==> config.mk <==
export PLATFORM = sky130hd
export DESIGN_NAME = player_input_ctrl
export DESIGN_NICKNAME = d
export VERILOG_FILES = /design/src/rtl/player_input_pkg.sv /design/src/rtl/button_debounce.sv /design/src/rtl/player_input_ctrl.sv
export SDC_FILE = /design/constraint.sdc
export NUM_CORES = 1
export LEC_CHECK = 0
export CORE_MARGIN = 4
export CORE_UTILIZATION = 40
export CTS_CLUSTER_DIAMETER = 50
export CTS_CLUSTER_SIZE = 14
export DETAILED_ROUTE_END_ITERATION = 10
export MAX_ROUTING_LAYER = met4
export PLACE_DENSITY = 0.68
export SYNTH_ARGS = -nofsm -noshare
export SYNTH_HDL_FRONTEND = slang
export SYNTH_HIERARCHICAL = 1
export SYNTH_SLANG_ARGS = --single-unit
==> constraint.sdc <==
create_clock -name clk -period 2.25 [get_ports clk]
set_input_delay 0.3375 -clock clk [delete_from_list [all_inputs] [get_ports clk]]
set_output_delay 0.3375 -clock clk [all_outputs]
set_load 0.005 [all_outputs]
==> src/rtl/player_input_pkg.sv <==
// Shared constants for the player command path: frame/debounce defaults and button indices.
// Also used by player_move and the board top level.
package player_input_pkg;
  localparam int unsigned SCEN_DIV_DEF  = 833_333;
  localparam int unsigned DEBOUNCE_DEF  = 500_000;
  localparam int unsigned CNT_WIDTH_DEF = 20;
  localparam int          NUM_BTN       = 3;

  typedef enum logic [1:0] {
    BTN_LEFT  = 2'd0,
    BTN_RIGHT = 2'd1,
    BTN_JUMP  = 2'd2
  } btn_idx_e;
endpackage

==> src/rtl/button_debounce.sv <==
// One raw button: 2-FF synchroniser, counter-based debouncer holding a stable level,
// and a one-cycle pulse in the cycle right after the stable level goes 0 -> 1.
module button_debounce #(
  parameter int unsigned DEBOUNCE_CYCLES = 4,
  parameter int unsigned CNT_WIDTH       = 20
) (
  input  logic clk,
  input  logic reset,
  input  logic btn_raw,
  output logic level,
  output logic rise
);
  localparam logic [CNT_WIDTH-1:0] CNT_LAST = CNT_WIDTH'(DEBOUNCE_CYCLES - 1);

  logic                 s1_q, s1_d;
  logic                 s2_q, s2_d;
  logic                 lvl_q, lvl_d;
  logic                 rise_q, rise_d;
  logic [CNT_WIDTH-1:0] cnt_q, cnt_d;

  always_comb begin
    s1_d   = btn_raw;
    s2_d   = s1_q;
    lvl_d  = lvl_q;
    rise_d = 1'b0;
    cnt_d  = '0;
    // Counter only survives while the synchronised input keeps disagreeing with the level.
    if (s2_q != lvl_q) begin
      if (cnt_q == CNT_LAST) begin
        lvl_d  = s2_q;
        rise_d = s2_q;
      end else begin
        cnt_d = cnt_q + 1'b1;
      end
    end
  end

  always_ff @(posedge clk) begin
    if (reset) begin
      s1_q   <= 1'b0;
      s2_q   <= 1'b0;
      lvl_q  <= 1'b0;
      rise_q <= 1'b0;
      cnt_q  <= '0;
    end else begin
      s1_q   <= s1_d;
      s2_q   <= s2_d;
      lvl_q  <= lvl_d;
      rise_q <= rise_d;
      cnt_q  <= cnt_d;
    end
  end

  assign level = lvl_q;
  assign rise  = rise_q;
endmodule

==> src/rtl/player_input_ctrl.sv <==
// Per-player command generator: debounced buttons -> move_left/move_right/jump levels,
// plus the SCEN frame strobe that player_move uses to sample them.
module player_input_ctrl
  import player_input_pkg::*;
#(
  parameter int unsigned SCEN_DIV        = SCEN_DIV_DEF,
  parameter int unsigned DEBOUNCE_CYCLES = DEBOUNCE_DEF,
  parameter int unsigned CNT_WIDTH       = CNT_WIDTH_DEF
) (
  input  logic clk,
  input  logic reset,
  input  logic btn_left,
  input  logic btn_right,
  input  logic btn_jump,
  input  logic game_active,
  input  logic jump_active,
  output logic SCEN,
  output logic move_enable,
  output logic move_left,
  output logic move_right,
  output logic jump
);
  localparam logic [CNT_WIDTH-1:0] DIV_LAST = CNT_WIDTH'(SCEN_DIV - 1);

  logic [NUM_BTN-1:0]   btn_raw, lvl, rise;
  logic [CNT_WIDTH-1:0] div_q, div_d;
  logic                 scen;
  logic                 me_q, me_d;
  logic                 ml_q, ml_d;
  logic                 mr_q, mr_d;
  logic                 jp_q, jp_d;
  logic                 unused_rise;

  assign btn_raw[BTN_LEFT]  = btn_left;
  assign btn_raw[BTN_RIGHT] = btn_right;
  assign btn_raw[BTN_JUMP]  = btn_jump;

  for (genvar g = 0; g < NUM_BTN; g++) begin : g_btn
    button_debounce #(
      .DEBOUNCE_CYCLES(DEBOUNCE_CYCLES),
      .CNT_WIDTH      (CNT_WIDTH)
    ) u_db (
      .clk    (clk),
      .reset  (reset),
      .btn_raw(btn_raw[g]),
      .level  (lvl[g]),
      .rise   (rise[g])
    );
  end

  // Only the jump button is edge-triggered; movement is level-driven.
  assign unused_rise = &{1'b0, rise[BTN_LEFT], rise[BTN_RIGHT]};

  assign scen = (div_q == DIV_LAST);

  always_comb begin
    div_d = scen ? '0 : div_q + 1'b1;
    me_d  = game_active;
    ml_d  = lvl[BTN_LEFT] & ~lvl[BTN_RIGHT] & game_active;
    mr_d  = lvl[BTN_RIGHT] & ~lvl[BTN_LEFT] & game_active;
    jp_d  = jp_q;
    if (scen && me_q) jp_d = 1'b0;
    // A new press overrides the consume in the same cycle, so it lands in the next frame.
    if (rise[BTN_JUMP] && game_active && !jump_active) jp_d = 1'b1;
    if (!game_active) jp_d = 1'b0;
  end

  always_ff @(posedge clk) begin
    if (reset) begin
      div_q <= '0;
      me_q  <= 1'b0;
      ml_q  <= 1'b0;
      mr_q  <= 1'b0;
      jp_q  <= 1'b0;
    end else begin
      div_q <= div_d;
      me_q  <= me_d;
      ml_q  <= ml_d;
      mr_q  <= mr_d;
      jp_q  <= jp_d;
    end
  end

  assign SCEN        = scen;
  assign move_enable = me_q;
  assign move_left   = ml_q;
  assign move_right  = mr_q;
  assign jump        = jp_q;
endmodule

==> results_dict.tcl <==
set metrics [dict create \
    slew_headroom 0.692 \
    area_growth_pct 11.7 \
    cts_tree "yes" \
    syn_area_um2 4350 \
    place_inst 598 \
    cts_root_buf "clkbuf_8" \
    worstPathArrival_ps 1700 \
    final_net_count 487 \
    min_period_ps 2040 \
    postRouteAntennaNets 0 \
    critPathLaunchType "flip-flop" \
    grt_start_max_net_pins 18 \
    grt_remaining_overflow 0 \
    die_w_um 112 \
    rows 37 \
    port_buffers 11 \
    die-area_um2 12600 \
    timing.fmax_mhz 490 \
    crit_required_ps 1910 \
    clk_latency_ps 360 \
    drt_iter0_drc 163 \
    critPathCaptureType "output pin" \
    final_cells 616 \
    timing.hold.ws_ps 447 \
    max-clock-path-buffers 2 \
    finalSetupViolCount 0 \
    drc 0 \
    yosys_warnings 6 \
    syn-num-nets 467 \
    status "finished clean" \
    num_io_pins 12 \
    tightestPinTransition_ps 461 \
    wirelength_um 7960 \
    vias 3268 \
    rsz0062_at_grt "no" \
    grt_pass1_wl_um 14100 \
    slew_viol_final 0 \
    peakVddDrop_mv 0.305 \
    dr.pass1.iters 4 \
    viasPerCell 5.31 \
    power_density_nw_per_um2 618 \
    hold_class "flip-flop to flip-flop" \
    cts_hold_buf 0 \
    cts-htree-levels 3 \
    grt_pass1_vias 3118 \
    cts_buffers 9 \
    clkTransAtPathRegs_ps 90 \
    netlist_instances 455 \
    grt.total_usage 0.136 \
    tns_ps 0 \
    antennaDiodeCount 0 \
    place.gp.congestion 0.787 \
    p_total_mw 3.00 \
    path_class "flip-flop to output pin" \
    core_um2 10500 \
    detail_route.wl_per_cell_um 12.9 \
    drive_gt1_frac 0.127 \
    hold_violations 0 \
    initial_core_util 0.415 \
    final_util 0.464 \
    crit_path_max_fanout 5 \
    p_leak_nw 1.58 \
    die_y_um 112 \
    maxCapViolCount 0 \
    min_period_over_period 0.907 \
    clkSinkCount 94 \
    synth.avg_cell_area_um2 9.55 \
    dpl.hpwl_um 5500 \
    clock_skew_ps 10.1 \
    antenna_found_initial 0 \
]
[worst paths after layout]
path | start | endpoint | slack (ps) | cells after the start
worst max register to register | g_btn[1].u_db/cnt_q[0]$_SDFF_PP0_ | g_btn[1].u_db/cnt_q[3]$_SDFF_PP0_ | 390 | 5
worst min-delay path | g_btn[2].u_db/s1_q$_SDFF_PP0_ | g_btn[2].u_db/s2_q$_SDFF_PP0_ | 450 | 1
worst max-delay path | div_q[0]$_SDFF_PP0_ | SCEN | 210 | 6
worst min register to register | g_btn[2].u_db/s1_q$_SDFF_PP0_ | g_btn[2].u_db/s2_q$_SDFF_PP0_ | 450 | 1
[sequential cells by signal (all words and copies together), names as in the netlist]
name / cells
move_left: 1
move_enable: 1
div_q: 20
g_btn.u_db/rise: 1
move_right: 1
g_btn.u_db/s2_q: 3
g_btn.u_db/s1_q: 3
g_btn.u_db/level: 3
g_btn.u_db/cnt_q: 60
jump: 1
[what timing repair did]
action	in CTS	in global routing
endpoints found under the setup margin	1	0
gates resized for setup	7	0
setup buffers	2	0
hold endpoints to repair	0	0
[report_power, final]
group          internal, mW  switching (mW)  leakage, nW
clock                 0.666           0.583        0.118
sequential             1.67         0.00974        0.760
combinational        0.0326          0.0350        0.700
[cell type report]
| class | count | area (µm²) |
|---|---|---|
| sequential | 94 | 1890 |
| timing repair buffer | 16 | 146 |
| tap | 136 | 170 |
| clock buffer | 10 | 138 |
| inverter | 13 | 48.8 |
| clock inverter | 6 | 93.8 |
| fill | 1023 | 5610 |
| multi-input combinational | 341 | 2370 |
[layer usage]
layer	part of all wire	vias to the layer above	track usage
li1	-	1660	-
met2	0.46	52	0.211
met4	0.021	0	0.0505
met1	0.48	1541	0.171
met5	0	-	-
met3	0.036	15	0.0334
[through the flow]
step | setup WS [ps] | cell area (µm²)
6_report | 209 | 4850
5_1_grt | 133 | 4850
2_1_floorplan | 679 | 4350
3_5_place_dp | 280 | 4590
3_3_place_gp | 289 | 4590
4_1_cts | 253 | 4850
[worst max-delay path: stages (launching register included)]
cell and delay (ps):
dfxtp_4 370, inv_1 60, ha_1 160, and4b_1 250
nand3_2 140, nor2_2 120, dlygate4sd2_1 240
[placed cells by master (no fill, tap or decap), types with 8 or more instances in the layout]
cell type,n
a21oi_1,10
and4_1,8
clkbuf_8,10
clkdlybuf4s50_1,10
dfxtp_1,92
inv_1,13
nand2_1,18
nand3_1,22
nand4_1,17
nor2_1,77
nor2b_1,13
nor4_1,9
nor4b_1,9
o21ai_0,10
xnor2_1,30
xor2_1,29
Note: power is estimated with default switching activity, not from simulation.
